## src/rtl/slot_rng_system.sv

```systemverilog
// Three-reel slot-machine random source: three 8-bit maximal-length LFSRs
// stepping together while the spin button is held, frozen otherwise.
module slot_rng_system #(
    parameter logic [7:0] SEED1 = 8'hA5,
    parameter logic [7:0] SEED2 = 8'h3C,
    parameter logic [7:0] SEED3 = 8'h5A
) (
    input  logic       clk,
    input  logic       reset,
    input  logic       button_press,
    output logic [2:0] rng1,
    output logic [2:0] rng2,
    output logic [2:0] rng3
);

    logic [7:0] lfsr1_q, lfsr2_q, lfsr3_q;
    logic [7:0] lfsr1_d, lfsr2_d, lfsr3_d;

    // x^8+x^6+x^5+x^4+1; an all-zero state is forced out to 8'h01.
    function automatic logic [7:0] lfsr_step(input logic [7:0] s);
        logic fb;
        fb = s[7] ^ s[5] ^ s[4] ^ s[3];
        if (s == 8'h00) begin
            return 8'h01;
        end
        return {s[6:0], fb};
    endfunction

    always_comb begin
        lfsr1_d = lfsr_step(lfsr1_q);
        lfsr2_d = lfsr_step(lfsr2_q);
        lfsr3_d = lfsr_step(lfsr3_q);
    end

    always_ff @(posedge clk or posedge reset) begin
        if (reset) begin
            lfsr1_q <= SEED1;
            lfsr2_q <= SEED2;
            lfsr3_q <= SEED3;
            rng1    <= 3'b000;
            rng2    <= 3'b000;
            rng3    <= 3'b000;
        end else if (button_press) begin
            lfsr1_q <= lfsr1_d;
            lfsr2_q <= lfsr2_d;
            lfsr3_q <= lfsr3_d;
            rng1    <= lfsr1_d[2:0];
            rng2    <= lfsr2_d[2:0];
            rng3    <= lfsr3_d[2:0];
        end
    end

endmodule

```

## config.mk

```make
export PLATFORM = sky130hd
export DESIGN_NAME = slot_rng_system
export DESIGN_NICKNAME = d
export VERILOG_FILES = /design/src/rtl/slot_rng_system.sv
export SDC_FILE = /design/constraint.sdc
export NUM_CORES = 1
export LEC_CHECK = 0
export ABC_AREA = 0
export CAP_MARGIN = 30
export CORE_ASPECT_RATIO = 1.1
export CORE_MARGIN = 2
export CORE_UTILIZATION = 50
export CTS_CLUSTER_DIAMETER = 100
export DETAILED_ROUTE_END_ITERATION = 8
export PLACE_DENSITY = 0.76
export SYNTH_ARGS = -nofsm -noshare
export SYNTH_HDL_FRONTEND = slang
export SYNTH_SLANG_ARGS = --single-unit
export TNS_END_PERCENT = 10
```

## constraint.sdc

```tcl
create_clock -name clk -period 2 [get_ports clk]
set_input_delay 0.4 -clock clk [delete_from_list [all_inputs] [get_ports clk]]
set_output_delay 0.4 -clock clk [all_outputs]
set_load 0.02 [all_outputs]
```

# After elaboration in Yosys (flattened, before gate mapping)
# Index checks and enable logic that the tools add are counted.
[word_totals]
ff_bits = 33
latch_bits = 0
mem_bits_rw = 0
rom_bits = 0
in_bits = 3
output_inout_bits = 9
memories = 0
[op_classes]
n_addsub = 0
mul = 0
n_div = 0
magnitude_cmp = 0
eq_ne = 0
n_shift = 0
mux = 9
bitwise_logic = 9
n_reduce_logical = 3
[op_table]
columns = ["cell", "n"]
rows = [
  ["8-bit 2-to-1 mux", 6],
  ["8-bit zero test", 3],
  ["1-bit XOR", 9],
  ["1-bit 2-to-1 mux", 3],
]

# Logic depth before layout (Yosys ltp)
[depth]
word_depth = 4
depth_mapped = 4

# Least setup slack after synthesis
# No wires, ideal clock.
[synth_path]
kind = "input -> register"
start = "in button_press"
end = "reg lfsr1_q[3]"
arrival_ps = 1049
t_required_ps = 1875
path_slack_ps = 826
path_stages = 3
path_cell_list = "buf_2 buf_4 mux2_2"
[synth_lines]
columns = ["element", "line", "rtl"]
rows = [
  ["from (decl)", "10", "input logic button_press,"],
  ["to (signal assigned)", "44", "lfsr1_q <= lfsr1_d;"],
  ["to (decl)", "16", "logic [7:0] lfsr1_q, lfsr2_q, lfsr3_q;"],
]
# No word-level cell between the ends.

# Final worst setup path
[layout_path]
start = "reg rng3[0]"
end = "out rng3[0]"
[layout_lines]
columns = ["element", "line", "rtl"]
rows = [
  ["from (decl)", "13", "output logic [2:0] rng3"],
  ["from (signal assigned)", "49", "rng3 <= lfsr3_d[2:0];"],
]
# No word-level cell between the ends.

==> results.cfg <==
[run_status]
run_status = finished clean

[worst_setup_path]
critPathLaunchType = register
critical_path_class = register to primary output
path_cells = clkdlybuf4s50_1
worstPathArrival_ns = 1.37
crit_buf_inv = 1
critical_path.endpoint = rng3[0]
crit_family = buffers and inverters
crit_path_top_delay_cell = clkdlybuf4s50_1
r2r-end = rng1[0]
cp-startpoint = rng3[0]
critPathCaptureType = primary output
crit-reg2reg-launch = lfsr1_q[5]
cpPeakStageDelay_ns = 0.63
worstPathRequired_ns = 1.60
path_depth = 1
crit_path_max_fanout = 4
r2r.worst_path.cells = 3
rrSetupSlack_ns = 0.87

[finish]
antenna-diode-count = 0
drive_gt1_share_pct = 34.3
nNetsFinal = 109
final-seq-area_sq_um = 716
final_common_cell = mux2_2
final_cell_area_sq_mm = 0.00137
multi_input_area_sq_um = 412
area_growth_pct = 11.9
fillCellCount = 186
final_cells = 135
layout_common_cells = mux2_2, dfrtp_1, dfstp_2, clkdlybuf4s50_1, inv_1

[clock_network]
clkLatencyLatePin_ns = 0.32
cts-htree-levels = 1
hold_buffers = 0
cts-resized-gates = 0
cts.sinks = 28
cts_tree = yes
cts_setup_buffers = 0
root_buffer = clkbuf_4
clk_path_buf_depth = 2
cts.reportedPaths.clkPinSlew_ns = 0.14
cts_buffers = 3

[placed_design]
dpl_worst_slack_ns = 0.395
post_dp_cell_area_sq_mm = 0.00133
place_inst = 131
port_buffers = 11
place.gp.congestion = 0.694
hpwlAfterDp_microns = 1190

[sta]
worst_slew_pin_slew_ns = 0.336
tns_ns = 0
fin_crit_sh_pct = 88.7
skew_ns = 0.00112
fin_crit_ns = 1.77
setup_viol = 0
rsz0062_at_grt = no
slew_violations = 0
slew-limit-headroom_pct = 77.6
fmaxAchievable_mhz = 564
fin_ws_ns = 0.226
hold_viol = 0

[detailed_routing]
wl_met1_microns = 816
first_pass_iters = 4
vias = 699
top_layer = met4
ant_nets = 0
dr_wl_met2_microns = 780
drc = 0
met3_length_microns = 55
viasPerCell = 5.18
wirelength_microns = 1700
routedWlPerCell_microns = 12.6
drt_iter0_drc = 4

[floorplan]
die_w_microns = 51.1
initial_core_util_pct = 53.6
ios = 12
rows = 18
coreArea_sq_mm = 0.00227
die_area_sq_mm = 0.00285
die_h_microns = 55.8

[global_route]
grt_pass1_wl_microns = 3150
antenna_found_initial = 0
first_global_vias = 709
grt_max_degree = 36
grt.total_usage_pct = 14.5
grt_overflow = 0

[synthesis]
synth-seq-area-share_pct = 58.7
ys_ff_latch = 28
syn_avg_cell_area_sq_um = 12.6
ys_warn_count = 0
netlist_instances = 97
synth_cell_type_count = 14
syn_area_sq_mm = 0.00122
syn_nets = 100

[power_and_ir_drop]
ir_drop_mv = 0.862
powerDensity_mw_per_mm2 = 1600
finalPower_w = 0.00219
leakage_nw = 0.565

[min_path]
hp-class = input pin to asynchronous set/reset pin

[run]
drv_cap = 0
[registers in the layout, indices dropped and copies added, names as in the netlist]
name     flops
lfsr2_q      6
rng1         3
lfsr3_q      7
lfsr1_q      7
rng2         3
rng3         2
[kinds of logic after synthesis]
group	Yosys count	share of synthesized area [%]
xor gates and xnor gates	9	6.46
muxes	18	16.6
buffers and inverters	16	7.59
and+or+nand+nor	16	6.15
AOI/OAI and AO/OA	10	4.51
DFF	28	58.7
[cell usage after synthesis]
cell,count,area [sq um]
mux2_2,18,203
dfrtp_1,16,400
dfstp_2,12,315
inv_1,7,26.3
buf_4,6,45.0
nand2_1,6,22.5
nor4_1,6,37.5
o21ai_0,6,30.0
xor2_1,6,52.6
a31oi_1,4,25.0
nor2_1,4,15.0
xnor2_1,3,26.3
buf_2,2,10.0
buf_6,1,11.3
[where the power goes]
part,internal [W],switching [W],total (W)
combinational,0.000449,0.000333,0.000781
clock,0.000111,0.000160,0.000272
sequential,0.000904,0.000231,0.00113
total,0.00146,0.000724,0.00219
[per-layer routing]
metal  track usage (%)  up-vias
met5                 0        -
met4              8.11        0
met3              2.42        5
met2              20.2       12
met1              21.3      341
li1                  -      341
[cell type report]
cell class                      count  share of cell area (%)
Clock buffer                        4                    2.66
Inverter                            7                    1.92
Multi-Input combinational cell     53                    30.2
Sequential cell                    28                    52.4
Tap cell                           30                    2.75
Timing Repair Buffer               13                    10.1
[through the flow]
stage	hold WS, ns	utilization (%)
final	0.425	60.0
after global routing	0.450	60.0
after floorplan	0.454	-
after detailed placement	0.481	58.4
after CTS	0.439	60.0
after global placement	0.468	58.4
[worst min path at each step]
stage                    start  depth (start not counted)    endpoint  slack (ns)
finish                   reset                          3     rng2[2]        0.43
global route             reset                          3     rng2[2]        0.45
CTS                      reset                          3     rng2[1]        0.44
detailed placement  lfsr3_q[1]                          2  lfsr3_q[1]        0.48
global placement    lfsr3_q[1]                          2  lfsr3_q[1]        0.47
floorplan           lfsr2_q[2]                          2  lfsr2_q[2]        0.45
Power figures use the tool's default switching activity.
